===== src/rtl/seg7_pkg.sv =====
// Shared types and active-low glyph constants for the seven-segment display path.
// Segment order is {g,f,e,d,c,b,a}; a 0 lights the segment.
package seg7_pkg;

  typedef logic [6:0] seg7_t;

  localparam seg7_t SEG_BLANK = 7'h7F;

  localparam seg7_t SEG_0 = 7'b1000000;
  localparam seg7_t SEG_1 = 7'b1111001;
  localparam seg7_t SEG_2 = 7'b0100100;
  localparam seg7_t SEG_3 = 7'b0110000;
  localparam seg7_t SEG_4 = 7'b0011001;
  localparam seg7_t SEG_5 = 7'b0010010;
  localparam seg7_t SEG_6 = 7'b0000010;
  localparam seg7_t SEG_7 = 7'b1111000;
  localparam seg7_t SEG_8 = 7'b0000000;
  localparam seg7_t SEG_9 = 7'b0010000;
  localparam seg7_t SEG_A = 7'b0001000;
  localparam seg7_t SEG_B = 7'b0000011;
  localparam seg7_t SEG_C = 7'b1000110;
  localparam seg7_t SEG_D = 7'b0100001;
  localparam seg7_t SEG_E = 7'b0000110;
  localparam seg7_t SEG_F = 7'b0001110;

endpackage


===== src/rtl/seg7_hex_decode.sv =====
// Combinational hex nibble to active-low seven-segment glyph decoder.
module seg7_hex_decode
  import seg7_pkg::*;
(
  input  logic [3:0] nib_i,
  output seg7_t      seg_o
);

  always_comb begin
    seg_o = SEG_BLANK;
    case (nib_i)
      4'h0: seg_o = SEG_0;
      4'h1: seg_o = SEG_1;
      4'h2: seg_o = SEG_2;
      4'h3: seg_o = SEG_3;
      4'h4: seg_o = SEG_4;
      4'h5: seg_o = SEG_5;
      4'h6: seg_o = SEG_6;
      4'h7: seg_o = SEG_7;
      4'h8: seg_o = SEG_8;
      4'h9: seg_o = SEG_9;
      4'hA: seg_o = SEG_A;
      4'hB: seg_o = SEG_B;
      4'hC: seg_o = SEG_C;
      4'hD: seg_o = SEG_D;
      4'hE: seg_o = SEG_E;
      4'hF: seg_o = SEG_F;
      default: seg_o = SEG_BLANK;
    endcase
  end

endmodule


===== src/rtl/seg7_scan_ctrl.sv =====
// Multiplexed common-anode seven-segment scanner with an optional scrolling window.
// Optional leading-zero blanking in static mode: define SEG7_LEADING_ZERO_BLANK_EN.
module seg7_scan_ctrl
  import seg7_pkg::*;
#(
  parameter int NUM_DIGITS  = 4,
  parameter int MSG_DIGITS  = 8,
  parameter int REFRESH_DIV = 50000,
  parameter int SCROLL_DIV  = 25000000
) (
  input  logic                    clk,
  input  logic                    rst,
  input  logic                    load,
  input  logic [4*MSG_DIGITS-1:0] msg_in,
  input  logic                    mode,
  output logic [6:0]              seg_L,
  output logic [NUM_DIGITS-1:0]   anode_L,
  output logic                    scroll_wrap
);

  localparam int REF_W = (REFRESH_DIV > 1) ? $clog2(REFRESH_DIV) : 1;
  localparam int SCR_W = (SCROLL_DIV > 1) ? $clog2(SCROLL_DIV) : 1;
  localparam int DIG_W = (NUM_DIGITS > 1) ? $clog2(NUM_DIGITS) : 1;
  localparam int OFF_W = (MSG_DIGITS > 1) ? $clog2(MSG_DIGITS) : 1;

  logic [4*MSG_DIGITS-1:0] msg_q, msg_d;
  logic [REF_W-1:0]        ref_cnt_q, ref_cnt_d;
  logic [DIG_W-1:0]        digit_q, digit_d;
  logic [OFF_W-1:0]        offset_q, offset_d;
  logic [SCR_W-1:0]        scr_cnt_q, scr_cnt_d;
  seg7_t                   seg_q, seg_d;
  logic [NUM_DIGITS-1:0]   anode_q, anode_d;
  logic                    wrap_q, wrap_d;

  logic                    ref_wrap;
  logic                    scr_step;
  logic [OFF_W:0]          idx_sum;
  logic [3:0]              nibble;
  seg7_t                   dec_seg;
  logic                    blank;

  seg7_hex_decode u_dec (
    .nib_i (nibble),
    .seg_o (dec_seg)
  );

  // Window position of the active digit; offset and digit are both < MSG_DIGITS.
  always_comb begin
    idx_sum = {1'b0, offset_q} + (OFF_W+1)'(digit_q);
    if (idx_sum >= (OFF_W+1)'(MSG_DIGITS)) idx_sum = idx_sum - (OFF_W+1)'(MSG_DIGITS);
    nibble = msg_q[{idx_sum, 2'b00} +: 4];
  end

`ifdef SEG7_LEADING_ZERO_BLANK_EN
  logic lead_zero;

  always_comb begin
    lead_zero = 1'b1;
    for (int k = 0; k < NUM_DIGITS; k++) begin
      if (k >= int'(digit_q) &&
          msg_q[((int'(offset_q) + k) % MSG_DIGITS)*4 +: 4] != 4'h0) lead_zero = 1'b0;
    end
  end

  assign blank = !mode && (digit_q != '0) && lead_zero;
`else
  assign blank = 1'b0;
`endif

  always_comb begin
    ref_wrap  = (ref_cnt_q == REF_W'(REFRESH_DIV-1));
    ref_cnt_d = ref_wrap ? '0 : ref_cnt_q + 1'b1;
    digit_d   = digit_q;
    if (ref_wrap) digit_d = (digit_q == DIG_W'(NUM_DIGITS-1)) ? '0 : digit_q + 1'b1;

    scr_step  = mode && (scr_cnt_q == SCR_W'(SCROLL_DIV-1));
    msg_d     = msg_q;
    offset_d  = offset_q;
    scr_cnt_d = scr_cnt_q;
    wrap_d    = 1'b0;
    // Load outranks a coincident scroll step, so no wrap pulse on that edge.
    if (load) begin
      msg_d     = msg_in;
      offset_d  = '0;
      scr_cnt_d = '0;
    end else if (!mode) begin
      offset_d  = '0;
      scr_cnt_d = '0;
    end else if (scr_step) begin
      scr_cnt_d = '0;
      wrap_d    = (offset_q == OFF_W'(MSG_DIGITS-1));
      offset_d  = wrap_d ? '0 : offset_q + 1'b1;
    end else begin
      scr_cnt_d = scr_cnt_q + 1'b1;
    end

    seg_d   = blank ? SEG_BLANK : dec_seg;
    anode_d = (ref_cnt_q == '0) ? '1 : ~(NUM_DIGITS'(1) << digit_q);
  end

  always_ff @(posedge clk or negedge rst) begin
    if (!rst) begin
      msg_q     <= '0;
      ref_cnt_q <= '0;
      digit_q   <= '0;
      offset_q  <= '0;
      scr_cnt_q <= '0;
      seg_q     <= SEG_BLANK;
      anode_q   <= '1;
      wrap_q    <= 1'b0;
    end else begin
      msg_q     <= msg_d;
      ref_cnt_q <= ref_cnt_d;
      digit_q   <= digit_d;
      offset_q  <= offset_d;
      scr_cnt_q <= scr_cnt_d;
      seg_q     <= seg_d;
      anode_q   <= anode_d;
      wrap_q    <= wrap_d;
    end
  end

  assign seg_L       = seg_q;
  assign anode_L     = anode_q;
  assign scroll_wrap = wrap_q;

endmodule


===== config.mk =====
export PLATFORM = sky130hd
export DESIGN_NAME = seg7_scan_ctrl
export DESIGN_NICKNAME = d
export VERILOG_FILES = /design/src/rtl/seg7_pkg.sv /design/src/rtl/seg7_hex_decode.sv /design/src/rtl/seg7_scan_ctrl.sv
export SDC_FILE = /design/constraint.sdc
export NUM_CORES = 1
export LEC_CHECK = 0
export BUFFER_PORTS_ARGS = -buffer_cell sky130_fd_sc_hd__clkbuf_2
export CORE_MARGIN = 2
export CORE_UTILIZATION = 40
export DETAILED_ROUTE_END_ITERATION = 7
export SYNTH_ARGS = -nofsm -noshare
export SYNTH_HDL_FRONTEND = slang
export SYNTH_SLANG_ARGS = --single-unit
export TNS_END_PERCENT = 50

===== constraint.sdc =====
create_clock -name clk -period 3.04 [get_ports clk]
set_input_delay 0.608 -clock clk [delete_from_list [all_inputs] [get_ports clk]]
set_output_delay 0.608 -clock clk [all_outputs]
set_load 0.005 [all_outputs]

==> key figures, run 1 <==
Outcome
  – Status: complete, no violations

Yosys
  – Number of library cell types mapped by synthesis: 47
  – Sequential area share after synthesis: 0.497
  – FFs w/ async S/R, synth: 1.00
  – Synth Net Count: 448
  – Yosys top cell by area: dfrtp_1
  – Number of synthesized flops with an enable pin: 0
  – Warnings from Yosys: 0
  – Ranking of synthesized cells by area: dfrtp_1 (43%), mux2_2 (8.2%), dfstp_2 (6.3%)
  – Cells after Synth: 395
  – Synthesis-stage register bit count: 90
  – Mapped Area: 0.00456 mm2
  – Synth Area per Inst: 11.5 um2
  – Proportion of netlist area held by the largest area contributor: 0.434
  – Most used DFF post-synth: dfrtp_1

Setup path
  – CP Capture Type: flip-flop
  – Largest fanout on the critical path: 6
  – Worst setup SP type: flip-flop
  – Setup CP Type: reg -> reg
  – Worst EP required: 3.32 ns
  – WP data arrival: 3.12 ns

STA
  – Sum Neg Setup Slack: 0 ns
  – Worst Skew: 0.00676 ns
  – RSZ-0062 raised after global routing: false
  – Min Tclk post-route: 2.85 ns
  – Hold Fails Final Rpt: 0
  – Fmax: 0.351 GHz
  – Worst slew pin tran: 0.575 ns
  – Setup slack after layout: 0.192 ns
  – Slew headroom: 0.617
  – Tcrit/Tclk final: 0.937
  – Final setup fails: 0
  – Max-slew violation count: 0

Floorplanning
  – Horiz. Die Dim: 111 um
  – I/O Pins: 48
  – Core ar.: 0.0110 mm2
  – Die ar.: 0.0123 mm2
  – Die Y: 111 um
  – Initial Util: 0.415
  – Row cnt: 38

Detailed routing
  – DRT Pass-1 Iters: 4
  – Vias: 3153
  – Total Wirelength: 8.87 mm
  – DR vias/cell: 5.37
  – Avg WL per Cell: 15.1 um
  – Drc violations: 0
  – DR iter-0 viols: 186
  – DRT antenna net count: 0

Global route
  – Remaining global-route overflow: 0
  – Number of global-route vias before repair: 3089
  – Initial antenna violation count: 0
  – First-pass GRT wire length: 15.0 mm
  – Total GRT Usage: 0.148
  – Largest net degree at the start of global routing: 48

Pwr
  – Seq pwr share: 0.504
  – Leakage: 2.18 nW
  – Combinational Power Share: 0.091
  – Switching share of power: 0.242
  – Power Density: 493 mW/mm2
  – Max rail drop VDD: 0.252 mV
  – Sw power: 622 uW
  – P_int: 1.95 mW
  – Total Power: 2.57 mW
  – Clock power frac: 0.405

Clock network
  – Root Driver: clkbuf_16
  – Htree depth: 3
  – Clk Latency, worst-skew pair: 0.34 ns
  – CTS buffer count: 9
  – Longest Clk Path Bufs: 2
  – Clk sinks: 90
  – CTS tree: yes
  – Worst-path clk slew: 0.06 ns
  – Hold_buf cts: 0

Finish
  – Share of layout cells above drive strength 1: 0.280
  – Final nets: 495
  – N_diodes: 0
  – Area Growth Syn to Fin: 14.5%
  – Finished Core Util: 0.475
  – Final Instance Area: 0.00522 mm2

Placed design
  – Dpl ws: 0.0967 ns
  – Post-DP Area: 0.00490 mm2
  – Final HPWL DP: 6.21 mm
  – Final GP Congestion: 0.776
  – Port Buffers: 47

Run
  – Max-capacitance violation count: 0

Min path
  – Worst min path class: in -> async
-- through the flow --
step	std cells	hold WS, ns
CTS	584	0.288
global route	587	0.319
finish	587	0.268
detailed placement	568	0.446
global placement	568	0.436
floorplan	395	0.312
-- cells by family (layout without fill, tap and decap cells) --
logic type               after synthesis  in the layout  synth area share
XOR/XNOR                              23             23            0.0459
multiplexers                          59             59             0.151
adder cells (fa/ha/maj)               17             17            0.0483
AND/OR/NAND/NOR                      131            131             0.158
flip-flops                            90             90             0.497
buffers and inverters                 28             80            0.0338
AO/OA/AOI/OAI                         47             47            0.0662
-- path summary, 6_finish.rpt --
check	cells past startpoint	startpoint	endpoint	slack, ns
worst max-delay path	9	digit_q[0]	seg_L[5]	0.19
worst min-delay path	1	rst	msg_q[2]	0.27
worst max register to register	9	digit_q[0]	seg_L[5]	0.19
worst min register to register	1	scr_cnt_q[0]	scr_cnt_q[0]	0.46
max in group asynchronous	2	rst	anode_L[1]	2.10
min in group clk	1	scr_cnt_q[0]	scr_cnt_q[0]	0.46
-- cells in the final DEF, fill, tap and decap left out, types with 2 or more instances in the layout --
master and instances:
nor4b_1 2, mux2_2 33, clkinvlp_4 3, ha_1 16, or3_1 10, nor2_1 25, and3_1 4, or4_1 8
and2_1 6, nor3b_1 2, mux2i_1 21, nand2_1 24, nor3_1 3, nor4_1 4, inv_6 2, xor2_1 13
clkbuf_16 9, a22o_1 2, mux4_2 4, buf_4 5, a21oi_1 18, o21ai_0 9, dfrtp_1 79, inv_1 11
dfstp_2 11, xnor2_1 9, and4_1 5, nand3_1 20, o31ai_1 11, buf_12 2, nand4_1 12, clkbuf_2 46
-- synthesized netlist by cell type, types with 6 or more instances --
| cell type | number |
|---|---|
| o21ai_0 | 9 |
| inv_1 | 11 |
| mux2_2 | 33 |
| xnor2_1 | 9 |
| or3_1 | 10 |
| dfstp_2 | 11 |
| dfrtp_1 | 79 |
| nand4_1 | 12 |
| o31ai_1 | 11 |
| and2_1 | 6 |
| or4_1 | 8 |
| nor2_1 | 25 |
| xor2_1 | 13 |
| ha_1 | 16 |
| clkbuf_1 | 9 |
| mux2i_1 | 21 |
| a21oi_1 | 18 |
| nand3_1 | 20 |
| nand2_1 | 24 |
-- flip-flops by register name, summed over array words and instances, names as in the netlist --
register and count:
offset_q 3, scroll_wrap 1, ref_cnt_q 16, anode_L 4
digit_q 2, msg_q 32, scr_cnt_q 25, seg_L 7
-- per-layer routing --
| metal | up-vias | global-route usage | wire length [um] |
|---|---|---|---|
| li1 | 1527 | - | - |
| met1 | 1551 | 0.203 | 4330 |
| met2 | 61 | 0.237 | 4130 |
| met3 | 14 | 0.0279 | 284 |
| met4 | 0 | 0.0483 | 127 |
| met5 | - | 0 | 0 |
-- critical path, stage by stage, from the launching register on --
cell     delay, ns
dfrtp_1       0.43
ha_1          0.23
fa_1          0.46
xor2_4        0.31
mux4_2        0.63
inv_1         0.15
ha_1          0.24
inv_1         0.06
mux2i_1       0.13
a22o_1        0.16
-- layout make-up --
cell class | count | area (um2)
Fill cell | 1018 | 5770
Sequential cell | 90 | 2270
Multi-Input combinational cell | 277 | 2150
Timing Repair Buffer | 53 | 308
Clock buffer | 9 | 225
Tap cell | 140 | 175
Clock inverter | 7 | 52.6
Inverter | 11 | 41.3
-- what timing repair did --
action,CTS,global route
setup endpoints to repair,0,2
gates resized for setup,0,1
setup buffers,0,3
-- power by group through the flow --
stage | sequential, mW | combinational, mW | clock (mW)
2_1_floorplan | 1.31 | 0.146 | 0
3_3_place_gp | 1.32 | 0.226 | 0
3_5_place_dp | 1.32 | 0.233 | 0
4_1_cts | 1.30 | 0.233 | 1.06
5_1_grt | 1.30 | 0.262 | 1.12
6_report | 1.30 | 0.234 | 1.04
Power figures use the tool's default switching activity.
==> run 2: changes to the inputs <==
Settings changed: CELL_PAD_IN_SITES_DETAIL_PLACEMENT from default to 1, CELL_PAD_IN_SITES_GLOBAL_PLACEMENT from default to 1, PLACE_DENSITY_LB_ADDON from default to 0.1, SYNTH_HIERARCHICAL from default to 1.
==> run 2 against run 1 <==
Net effect:
- clock-buffer cell count did not move
- maximum frequency decreased by 1.8%
- via count increased by 1.3%
- total power increased by 4.1%
- sequential power about the same
- clock skew is essentially flat
- clock power increased by 9.6%
- core utilization increased by 0.64 points
- cell count increased by 0.85%
- flip-flop and latch count stayed put
- final area grew 1.3%
==> key figures, run 2 <==
Yosys
  – Most used DFF post-synth: dfrtp_1
  – Sequential area share after synthesis: 0.497 (about the same)
  – Warnings from Yosys: 6 (+6)
  – Synthesis-stage register bit count: 90 (unchanged)
  – Synth Net Count: 450 (+0.45%)
  – Yosys top cell by area: dfrtp_1
  – Cells after Synth: 396 (+0.25%)
  – Synth Area per Inst: 11.5 um2 (-0.23%)
  – Synth top cells by count: dfrtp_1 (79), mux2_2 (38), nor2_1 (38), nand2_1 (21), nand3_1 (20)
  – Number of library cell types mapped by synthesis: 47 (unchanged)
  – Count leader, synth: dfrtp_1
  – Proportion of netlist area held by the largest area contributor: 0.434 (about the same)
  – Number of synthesized flops with an enable pin: 0 (unchanged)
  – Mapped Area: 0.00456 mm2 (about the same)
  – FFs w/ async S/R, synth: 1.00 (unchanged)
  – Ranking of synthesized cells by area: dfrtp_1 (43%), mux2_2 (9.4%), dfstp_2 (6.3%)

STA
  – Worst slew pin tran: 0.551 ns (-0.0241 ns)
  – Tcrit/Tclk final: 0.955 (+0.0176)
  – Worst Skew: 0.00638 ns (-0.000386 ns)
  – Final setup fails: 0 (unchanged)
  – Hold Fails Final Rpt: 0 (unchanged)
  – Slew headroom: 0.629 (+0.0127)
  – Setup slack after layout: 0.138 ns (-0.0536 ns)
  – Sum Neg Setup Slack: 0 ns (unchanged)
  – Min Tclk post-route: 2.90 ns (+0.0536 ns)
  – Max-slew violation count: 0 (unchanged)
  – Fmax: 0.345 GHz (-1.8%)

Clock network
  – Clk sinks: 90 (unchanged)
  – Longest Clk Path Bufs: 2 (unchanged)
  – Hold_buf cts: 0 (unchanged)
  – Htree depth: 3 (unchanged)
  – CTS buffer count: 9 (unchanged)
  – CTS tree: yes
  – Root Driver: clkbuf_16
  – Clk Latency, worst-skew pair: 0.34 ns (about the same)
  – Worst-path clk slew: 0.07 ns (about the same)

Pwr
  – Max rail drop VDD: 0.370 mV (+47%)
  – Leakage: 2.25 nW (+3.3%)
  – Power Density: 506 mW/mm2 (+2.7%)

Setup path
  – Worst EP required: 3.31 ns (about the same)
  – R2R Setup Slk: 0.14 ns (-0.05 ns)
  – WP data arrival: 3.17 ns (+0.05 ns)
  – Worst Path Buf+Inv: 1 (-1)
  – R2R Path End: seg_L[0]
  – CP Capture Type: flip-flop
  – CP max stage cell: fa_2
  – CP cell instances: ha_1 -> fa_2 -> mux4_2 -> mux2_4 -> inv_1 -> ha_2 -> and2b_2 -> or3b_1 -> o21ai_0
  – Reg2reg start: digit_q[0]
  – Worst setup SP type: flip-flop
  – Setup CP Type: reg -> reg
  – Crit-path max cell delay: 0.62 ns (about the same)
  – R2R cell count: 9 (unchanged)
  – Largest fanout on the critical path: 5 (-1)
  – CP top delay family: adder cells

Finish
  – Area Growth Syn to Fin: 16.0%
  – Register area: 0.00227 mm2 (unchanged)
  – Fill cells: 1198 (+18%)
  – Commonest non-fill, non-tap cell in the layout: dfrtp_1
  – Finished Core Util: 0.481 (+0.00638)
  – Final Instance Area: 0.00529 mm2 (+1.3%)
  – Area of the multi-input gates: 0.00216 mm2 (+0.47%)
  – Largest reg by FF count: msg_q
  – Share of layout cells above drive strength 1: 0.305 (+0.0257)
  – Final nets: 501 (+1.2%)
  – Commonest cells after routing, fill and taps aside: dfrtp_1 (79), clkbuf_2 (46), nor2_1 (38)
  – N_diodes: 0 (unchanged)
  – Regs by FF count: msg_q: 32 flops, scr_cnt_q: 25 flops, ref_cnt_q: 16 flops
  – Max reg flops: 32 (unchanged)

Global route
  – Remaining global-route overflow: 0 (unchanged)
  – Number of global-route vias before repair: 3517 (+14%)
  – Total GRT Usage: 0.182 (+0.0343)
  – Largest net degree at the start of global routing: 91 (+90%)
  – Initial antenna violation count: 1 (+1)
  – First-pass GRT wire length: 17.9 mm (+19%)

Floorplanning
  – Initial Util: 0.415 (about the same)
  – Die Y: 111 um (about the same)
  – Row cnt: 38 (unchanged)
  – I/O Pins: 48 (unchanged)
  – Die ar.: 0.0123 mm2 (about the same)
  – Horiz. Die Dim: 111 um (about the same)
  – Core ar.: 0.0110 mm2 (unchanged)

Run
  – Max-capacitance violation count: 0 (unchanged)

Detailed routing
  – DRT Pass-1 Iters: 4 (unchanged)
  – Total Wirelength: 10.3 mm (+16%)
  – Drc violations: 0 (unchanged)
  – DR vias/cell: 5.39 (+0.41%)
  – Vias: 3193 (+1.3%)
  – Avg WL per Cell: 17.4 um (+15%)
  – DRT antenna net count: 0 (unchanged)
  – DR iter-0 viols: 179 (-3.8%)

Placed design
  – Final HPWL DP: 7.45 mm (+20%)
  – Final GP Congestion: 0.814 (+4.8%)
  – Post-DP Area: 0.00497 mm2 (+1.5%)
  – Dpl ws: 0.116 ns (+0.0192 ns)
  – Port Buffers: 47 (unchanged)

Outcome
  – Status: complete, no violations

Min path
  – Worst min path class: in -> async
run 2: layout make-up:
cell class	count	area share
Multi-Input combinational cell	274	0.408
Inverter	14	0.00994
Timing Repair Buffer	58	0.0630
Clock buffer	9	0.0426
Clock inverter	7	0.0144
Tap cell	140	0.0331
Sequential cell	90	0.429
run 2: worst max-delay path by stage:
stage,from,endpoint,cells past startpoint
floorplan,digit_q[0],seg_L[0],10
global placement,offset_q[0],seg_L[0],9
detailed placement,offset_q[0],seg_L[0],9
CTS,digit_q[0],seg_L[0],9
global route,digit_q[0],seg_L[0],9
finish,digit_q[0],seg_L[0],9
run 2: timing repair:
item | in CTS | in global routing
gates resized for setup | 0 | 3
setup endpoints to repair | 0 | 2
setup buffers | 0 | 0
endpoints found under the hold margin | 0 | 0
run 2: through the flow:
stage,total power [mW],hold WS (ns),std cells
after CTS,2.72,0.313,592
after detailed placement,1.56,0.476,576
after global placement,1.55,0.466,576
after global routing,2.80,0.325,592
final,2.68,0.285,592
after floorplan,1.44,0.312,396
run 2: report_power, final:
part	internal, mW	switching (mW)	total [mW]
combinational	0.120	0.109	0.229
sequential	1.27	0.0345	1.30
clock	0.646	0.497	1.14
total	2.03	0.641	2.68
run 2: logic make-up (layout without fill, tap and decap cells):
group,after synthesis,in the layout,share of synthesized area
xor+xnor,28,28,0.0538
buf+inv,32,88,0.0313
mux,52,52,0.150
simple gates,144,144,0.173
compound gates,32,32,0.0431
flops,90,90,0.497
fa+ha+maj,18,18,0.0511
run 2: worst reg2reg max path: cells and delay by family (launching register included):
family | cells | cell delay (ns)
compound gates | 1 | 0.08
fa+ha+maj | 3 | 1.03
buf+inv | 1 | 0.09
flops | 1 | 0.40
mux | 2 | 0.65
simple gates | 2 | 0.58
run 2: per-layer routing:
layer | wire [um] | GRT usage | vias up
met4 | 159 | 0.0633 | 2
li1 | - | - | 1532
met5 | 13 | 0 | -
met1 | 4760 | 0.239 | 1612
met2 | 5080 | 0.301 | 34
met3 | 276 | 0.0366 | 13
==> run 3: changes to the inputs <==
Settings changed: CORE_UTILIZATION 40 to 47.
==> run 3 against run 2 <==
Net effect:
- worst setup slack gained 0.012 ns
- first-iteration DRC count down 64%
- maximum frequency is 0.40% higher
- hold slack worse by 0.099 ns
- global-route usage grew 2.2 points
- cell count fell by 2.5%
- core utilization rose by 7.3 points
- non-clock buffer count shrank 4
- register-to-register slack about the same
- wire length down 5.5%
- clock skew grew 0.0076 ns
- critical endpoint is now seg_L[3]
- highest routed layer is now met4
==> key figures, run 3 (synthesized netlist as in run 2, its figures left out) <==
Detailed routing
  – DR vias/cell: 5.55 (+2.9%)
  – Vias: 3201 (+0.25%)
  – Total Wirelength: 9.73 mm (-5.5%)
  – Drc violations: 0 (unchanged)
  – WL met2: 4.80 mm (-5.5%)
  – Avg WL per Cell: 16.9 um (-3.0%)
  – Max layer used: met4
  – Wl on met1: 4.54 mm (-4.7%)
  – DRT Pass-1 Iters: 4 (unchanged)
  – DRT antenna net count: 0 (unchanged)
  – DR iter-0 viols: 64 (-64%)
  – Met3 wire length: 241 um (-13%)

Setup path
  – Worst Path Buf+Inv: 3 (+2)
  – CP Capture Type: flip-flop
  – Crit-path max cell delay: 0.59 ns (-0.03 ns)
  – Worst setup SP type: flip-flop
  – CP cell instances: ha_1 -> fa_2 -> buf_4 -> mux4_2 -> mux2_4 -> inv_2 -> ha_1 -> inv_1 -> mux4_1
  – Most frequent CP cell: ha_1
  – Largest fanout on the critical path: 7 (+2)
  – Worst EP required: 3.33 ns (+0.02 ns)
  – WP data arrival: 3.18 ns (about the same)
  – CP top delay family: multiplexers
  – Setup CP Type: reg -> reg
  – CP max stage cell: fa_2

Floorplanning
  – Core ar.: 0.00933 mm2 (-15%)
  – Die Y: 102 um (-7.5%)
  – I/O Pins: 48 (unchanged)
  – Initial Util: 0.489 (+0.0736)
  – Row cnt: 35 (-7.9%)
  – Horiz. Die Dim: 102 um (-7.5%)
  – Die ar.: 0.0105 mm2 (-14%)

STA
  – RSZ-0062 raised after global routing: false
  – Min Tclk post-route: 2.89 ns (-0.0117 ns)
  – Worst Skew: 0.0139 ns (+0.00755 ns)
  – Max-slew violation count: 0 (unchanged)
  – Hold Fails Final Rpt: 0 (unchanged)
  – Slew headroom: 0.636 (+0.00642)
  – Worst slew pin tran: 0.541 ns (-0.00954 ns)
  – Sum Neg Setup Slack: 0 ns (unchanged)
  – Fmax: 0.346 GHz (+0.40%)
  – Tcrit/Tclk final: 0.951 (-0.00384)
  – Final setup fails: 0 (unchanged)

Pwr
  – P_int: 1.86 mW (-8.5%)
  – Power Density: 477 mW/mm2 (-5.7%)
  – Total Power: 2.47 mW (-7.8%)
  – Switching share of power: 0.246 (+0.00611)
  – Leakage: 2.20 nW (-2.3%)
  – Seq pwr share: 0.526 (+0.039)
  – Max rail drop VDD: 0.347 mV (-6.2%)
  – Combinational Power Share: 0.091 (+0.005)
  – Sw power: 606 uW (-5.4%)
  – Clock power frac: 0.382 (-0.045)

Finish
  – Area Growth Syn to Fin: 13.5%
  – N_diodes: 0 (unchanged)
  – Max reg flops: 32 (unchanged)
  – Commonest non-fill, non-tap cell in the layout: dfrtp_1
  – Largest reg by FF count: msg_q
  – Finished Core Util: 0.554 (+0.0731)
  – Regs by FF count: msg_q: 32 flops, scr_cnt_q: 25 flops, ref_cnt_q: 16 flops
  – Final nets: 497 (-0.80%)
  – Share of layout cells above drive strength 1: 0.301 (-0.00397)
  – Register area: 0.00227 mm2 (unchanged)
  – Commonest cells after routing, fill and taps aside: dfrtp_1 (79), clkbuf_2 (46), nor2_1 (38)
  – Area of the multi-input gates: 0.00216 mm2 (about the same)
  – Finished Layout Cells: 577 (-2.5%)
  – Fill cells: 1016 (-15%)

Placed design
  – Port Buffers: 47 (unchanged)
  – Total placed cells including tap cells: 561 (-2.6%)
  – Final GP Congestion: 0.770 (-5.3%)
  – Final HPWL DP: 7.09 mm (-4.8%)

Clock network
  – Hold_buf cts: 0 (unchanged)
  – Clk sinks: 90 (unchanged)
  – CTS buffer count: 9 (unchanged)
  – Htree depth: 3 (unchanged)
  – Worst-path clk slew: 0.10 ns (+0.03 ns)
  – Root Driver: clkbuf_8
  – Buffer count from post-CTS setup fixing: 0 (unchanged)
  – Longest Clk Path Bufs: 2 (unchanged)
  – Clk Latency, worst-skew pair: 0.37 ns (+0.03 ns)
  – CTS tree: yes

Min path
  – Worst min path class: in -> async

Run
  – Max-capacitance violation count: 0 (unchanged)

Global route
  – Total GRT Usage: 0.204 (+0.0215)
  – First-pass GRT wire length: 16.3 mm (-8.7%)
  – Initial antenna violation count: 0 (-1)
  – Largest net degree at the start of global routing: 55 (-40%)
  – Remaining global-route overflow: 0 (unchanged)
  – Number of global-route vias before repair: 3385 (-3.8%)

Outcome
  – Status: complete, no violations
[run 3: changes by cell type in the layout (fill, tap and decap cells not counted), sizes merged]
cell and change:
inv +1, clkinv -2, buf -4, bufinv +1
[run 3: per-stage QoR]
step	setup WS [ns]	hold WS, ns	instance area [um2]
global placement	0.185	0.463	4930
finish	0.150	0.186	5170
CTS	0.0252	0.191	5160
floorplan	0.0199	0.312	4560
global route	0.0371	0.200	5170
detailed placement	0.0575	0.478	4930
[run 3: worst paths after layout]
check | start | to | slack, ns | depth (start not counted)
setup / recovery | offset_q[0] | seg_L[3] | 0.15 | 9
hold / removal | rst | ref_cnt_q[13] | 0.19 | 1
setup reg to reg | offset_q[0] | seg_L[3] | 0.15 | 9
hold reg to reg | scr_cnt_q[0] | scr_cnt_q[0] | 0.48 | 1
max in group asynchronous | rst | scr_cnt_q[21] | 2.19 | 2
min in group clk | msg_in[31] | msg_q[31] | 0.46 | 2
[run 3: final cells by class]
type,instances,area share
Multi-Input combinational cell,274,0.417
Timing Repair Buffer,54,0.0586
Inverter,14,0.0102
Tap cell,129,0.0312
Sequential cell,90,0.438
Clock inverter,7,0.0203
Clock buffer,9,0.0240
[run 3: what timing repair did]
item / in CTS / in global routing
resized for setup: 0 / 5
endpoints found under the setup margin: 0 / 3
endpoints found under the hold margin: 0 / 0
[run 3: power by group through the flow]
stage	sequential (mW)	combinational [mW]	clock [mW]
floorplan	1.31	0.133	0
global placement	1.32	0.215	0
detailed placement	1.32	0.228	0
CTS	1.30	0.228	0.973
global route	1.31	0.251	1.02
finish	1.30	0.226	0.944
[run 3: layer usage]
layer	GRT usage	vias to the layer above
met1	0.272	1628
met4	0.0738	0
met3	0.0328	12
met5	0	-
met2	0.336	39
li1	-	1522
